<file path="src/rtl/frac_mc.sv">
// frac_mc: eighth-pel bilinear motion-compensation interpolator.
// Takes a fractional MV (fx, fy) per block and turns ROWS+1 integer-pel reference rows
// (9 pixels each) into ROWS predicted rows of 8 pixels, one row per accepted input row.
module frac_mc #(
  parameter int unsigned ROWS = 8
) (
  input  logic        clk,
  input  logic        reset,
  input  logic        start,
  input  logic [2:0]  mvx,
  input  logic [2:0]  mvy,
  input  logic [71:0] ref_pix,
  input  logic        in_valid,
  output logic [63:0] pred_pix,
  output logic        out_valid,
  output logic        last,
  output logic        busy
);

  typedef enum logic [1:0] {
    StIdle,
    StPrime,
    StStream
  } state_e;

  state_e      state_q, state_d;
  logic [2:0]  fx_q, fx_d;
  logic [2:0]  fy_q, fy_d;
  logic [7:0]  cnt_q, cnt_d;
  logic [10:0] hprev_q [8];
  logic [10:0] hprev_d [8];
  logic [63:0] pred_q, pred_d;
  logic        out_valid_q, out_valid_d;
  logic        last_q, last_d;

  // Filter weights: (8 - frac) and frac, both fit in 4 bits.
  logic [3:0]  wx0, wy0;
  logic [10:0] hcur [8];
  logic [13:0] vsum [8];
  logic [63:0] vrow;
  logic        row_last;

  assign wx0      = 4'd8 - {1'b0, fx_q};
  assign wy0      = 4'd8 - {1'b0, fy_q};
  assign row_last = (cnt_q == 8'(ROWS - 1));

  // Horizontal filter of the incoming row; max (8*255) = 2040 fits 11 bits.
  always_comb begin
    for (int i = 0; i < 8; i++) begin
      hcur[i] = 11'(wx0) * 11'(ref_pix[8*i +: 8])
              + 11'(fx_q) * 11'(ref_pix[8*i+8 +: 8]);
    end
  end

  // Vertical blend with rounding; max 8*2040+32 = 16352 fits 14 bits, result <= 255.
  always_comb begin
    vrow = '0;
    for (int i = 0; i < 8; i++) begin
      vsum[i] = 14'(wy0) * 14'(hprev_q[i]) + 14'(fy_q) * 14'(hcur[i]) + 14'd32;
      vrow[8*i +: 8] = 8'(vsum[i] >> 6);
    end
  end

  // State register.
  always_ff @(posedge clk) begin
    if (reset) begin
      state_q <= StIdle;
    end else begin
      state_q <= state_d;
    end
  end

  // Next-state logic: start only matters in idle, in_valid low simply stalls.
  always_comb begin
    state_d = state_q;
    unique case (state_q)
      StIdle:   if (start) state_d = StPrime;
      StPrime:  if (in_valid) state_d = StStream;
      StStream: if (in_valid && row_last) state_d = StIdle;
      default:  state_d = StIdle;
    endcase
  end

  // Datapath next-state: MV latch, Hprev pipeline, row counter and registered outputs.
  always_comb begin
    fx_d        = fx_q;
    fy_d        = fy_q;
    cnt_d       = cnt_q;
    hprev_d     = hprev_q;
    pred_d      = pred_q;
    out_valid_d = 1'b0;
    last_d      = 1'b0;
    unique case (state_q)
      StIdle: begin
        if (start) begin
          fx_d  = mvx;
          fy_d  = mvy;
          cnt_d = '0;
        end
      end
      StPrime: begin
        if (in_valid) begin
          hprev_d = hcur;
        end
      end
      StStream: begin
        if (in_valid) begin
          pred_d      = vrow;
          out_valid_d = 1'b1;
          last_d      = row_last;
          hprev_d     = hcur;
          cnt_d       = row_last ? 8'd0 : cnt_q + 8'd1;
        end
      end
      default: ;
    endcase
  end

  // Datapath registers; reset clears everything so an aborted block leaves no trace.
  always_ff @(posedge clk) begin
    if (reset) begin
      fx_q        <= '0;
      fy_q        <= '0;
      cnt_q       <= '0;
      pred_q      <= '0;
      out_valid_q <= 1'b0;
      last_q      <= 1'b0;
      for (int i = 0; i < 8; i++) begin
        hprev_q[i] <= '0;
      end
    end else begin
      fx_q        <= fx_d;
      fy_q        <= fy_d;
      cnt_q       <= cnt_d;
      pred_q      <= pred_d;
      out_valid_q <= out_valid_d;
      last_q      <= last_d;
      hprev_q     <= hprev_d;
    end
  end

  // Outputs: busy falls together with the final row's last pulse.
  always_comb begin
    pred_pix  = pred_q;
    out_valid = out_valid_q;
    last      = last_q;
    busy      = (state_q != StIdle);
  end

endmodule

</file>
<file path="config.mk">
export PLATFORM = sky130hd
export DESIGN_NAME = frac_mc
export DESIGN_NICKNAME = d
export VERILOG_FILES = /design/src/rtl/frac_mc.sv
export SDC_FILE = /design/constraint.sdc
export NUM_CORES = 2
export LEC_CHECK = 0
export ABC_AREA = 1
export CAP_MARGIN = 15
export CORE_UTILIZATION = 30
export CTS_BUF_LIST = sky130_fd_sc_hd__clkbuf_4
export CTS_CLUSTER_DIAMETER = 150
export DETAILED_ROUTE_END_ITERATION = 8
export SYNTH_ARGS = -nofsm -noshare
export SYNTH_HDL_FRONTEND = slang
export SYNTH_SLANG_ARGS = --single-unit
</file>
<file path="constraint.sdc">
create_clock -name clk -period 11.6 [get_ports clk]
set_input_delay 2.32 -clock clk [delete_from_list [all_inputs] [get_ports clk]]
set_output_delay 2.32 -clock clk [all_outputs]
set_load 0.03 [all_outputs]
</file>
==> flow_metrics.tcl <==
set metrics [dict create \
    crit_cells 31 \
    htreeDepth 4 \
    slowest_delay_ps 730 \
    coreArea_um2 133500 \
    initial_utilization_pct 30.25 \
    critPathLaunchType "input port" \
    worst_slew_pin_slew_ps 1061 \
    synthesis.nets 6914 \
    cp.required_ps 12380 \
    synthesis.area_um2 40370 \
    synthArstFlopShare_pct 0 \
    r2r_slack_ps 2580 \
    clkTransAtPathRegs_ps 180 \
    synth-edff-count 0 \
    holdPathEnd "cnt_q[2]$_SDFFE_PP0P_" \
    dieArea_um2 136100 \
    num_vias 34040 \
    max_cap_violations 0 \
    drtIter0Drc 2052 \
    route.detailed.drc 0 \
    endpoint_kind "register" \
    cts_setup_buffers 0 \
    cts_tree "done" \
    cp_max_fo 6 \
    first_pass_iters 6 \
    gr-total-overflow 0 \
    finalSetupViolCount 0 \
    fin_skew_ps 32.41 \
    status "completed" \
    hp-class "register to register" \
    fin_crit_ps 9414 \
    die_y_um 368.9 \
    mostFrequentLayoutCells "inv_1, nand2_1, fa_1" \
    gp_congestion 0.9048 \
    layout_commonest_cell "inv_1" \
    grt_setup_unrepaired "false" \
    syn_avg_cell_area_um2 6.961 \
    cts_sinks 170 \
    synth_cells 5800 \
    min_period_over_period_pct 81.16 \
    rows 134 \
    io_pins 149 \
    timing.final.hold_violations 0 \
    cts_resized 0 \
    dp.final_hpwl_mm 90.55 \
    final_antenna_net_count 0 \
    synth_flop_cell "dfxtp_1" \
    io_buffers 148 \
    grt_max_degree 73 \
    cp.arrival_ps 10190 \
    r2r_start "fx_q[0]$_SDFFE_PP0P_" \
    yosys_warnings 0 \
    root_buffer "clkbuf_4" \
    first_global_vias 34770 \
    path_class "input port to register" \
    hold_path_depth 2 \
    grt_usage_pct 17.17 \
    routedWlPerCell_um 14.76 \
    routed_wl_mm 112.5 \
    ys_ff_latch 170 \
    via_per_inst 4.465 \
    critPathBufInv 7 \
    final-max-slew-violation-count 0 \
    crit_family "adder cells" \
    clock.fmax_ghz 0.1062 \
    r2r-end "pred_pix[28]$_SDFFE_PP0P_" \
    rr_worst_depth 37 \
    antenna_found_initial 15 \
    maxSlewHeadroom_pct 29.27 \
    final.setup.tns_ps 0 \
    critPathSlowestCell "clkdlybuf4s50_1" \
    netlist-cell-type-count 45 \
    cts_buffers 17 \
    clock_latency_ps 850 \
    areaGrowthSynthToFinish_pct 8.748 \
    grt_pass1_wl_mm 185.7 \
    cpMostUsedCell "fa_1" \
    cts_max_path_buffers 2 \
    hold_start "cnt_q[2]$_SDFFE_PP0P_" \
    hold_buffers 0 \
    drive_gt1_share_pct 2.087 \
    nNetsFinal 6947 \
    die_w_um 368.9 \
    synth_seq_area_share_pct 8.429 \
]
[synthesized netlist by cell type, types with 12 or more instances]
library cell,count,share of area (%)
ha_1,384,12
a21oi_1,179,2.2
or2_2,13,0.20
nand4_1,37,0.57
nand3_1,171,2.1
a31oi_1,16,0.25
and2_1,12,0.19
xor2_1,59,1.3
clkbuf_1,92,0.86
xnor2_1,44,0.95
nor3_1,16,0.20
dfxtp_1,170,8.4
buf_1,23,0.21
inv_1,1669,16
nand3b_1,26,0.48
nand2_1,1383,13
nor2_1,587,5.5
o21bai_1,26,0.48
o21ai_0,126,1.6
buf_2,38,0.47
fa_1,648,32
[cell families (layout without fill, tap and decap cells)]
logic type	Yosys count	in the layout	share of synthesized area (%)
and+or+nand+nor	2276	2276	22.78
buffers and inverters	1834	1879	17.30
adders and majority gates	1032	1032	44.03
AOI/OAI and AO/OA	385	385	5.228
DFF	170	170	8.429
xor gates and xnor gates	103	103	2.234
other	0	10	0
[worst max path at each step]
stage                     start  slack, ps                   endpoint
finish              ref_pix[57]       2190  pred_pix[63]$_SDFFE_PP0P_
CTS                 ref_pix[57]       2400  pred_pix[63]$_SDFFE_PP0P_
global placement    ref_pix[57]       1400  pred_pix[63]$_SDFFE_PP0P_
global route        ref_pix[57]       1810  pred_pix[61]$_SDFFE_PP0P_
detailed placement  ref_pix[57]       1420  pred_pix[63]$_SDFFE_PP0P_
floorplan           ref_pix[14]       2810  pred_pix[15]$_SDFFE_PP0P_
[through the flow]
step	hold slack, ps	setup WS (ps)	cell area [µm²]	util, %	std cells
global placement	471.9	1403	43600	32.67	7582
global route	525.6	1811	43900	32.90	7622
detailed placement	477.9	1420	43600	32.67	7582
CTS	499.6	2399	43880	32.88	7613
floorplan	455.6	2805	40380	-	5800
finish	496.5	2186	43910	32.90	7623
[worst min-delay path: stages (launching register included)]
cell and delay (ps):
dfxtp_1 350, inv_1 60, a211oi_1 60
[routing by layer]
metal	vias up	track usage [%]	part of all wire (%)
met5	-	0	0.11
met4	18	3.280	1.1
met3	79	2.929	5.8
met2	737	27.94	45
met1	16370	23.83	48
li1	16830	-	-
[state kept, by name (all words and copies together), names as in the netlist]
name / count
cnt_q: 8
fx_q: 3
fy_q: 3
hprev_q: 88
last: 1
out_valid: 1
pred_pix: 64
state_q: 2
[final cells by class]
type,count,area (µm²)
flip-flops and latches,170,3413
multi-input cells,3796,30020
inverters,1674,6289
clock buffers,18,135.1
fillers,14460,89550
well taps,1768,2212
clock inverters,13,142.6
repair buffers,174,1672
diodes,10,25.02
Power is not shown: default switching activity piles up to over one toggle a cycle in this logic, so the estimate is an artifact.
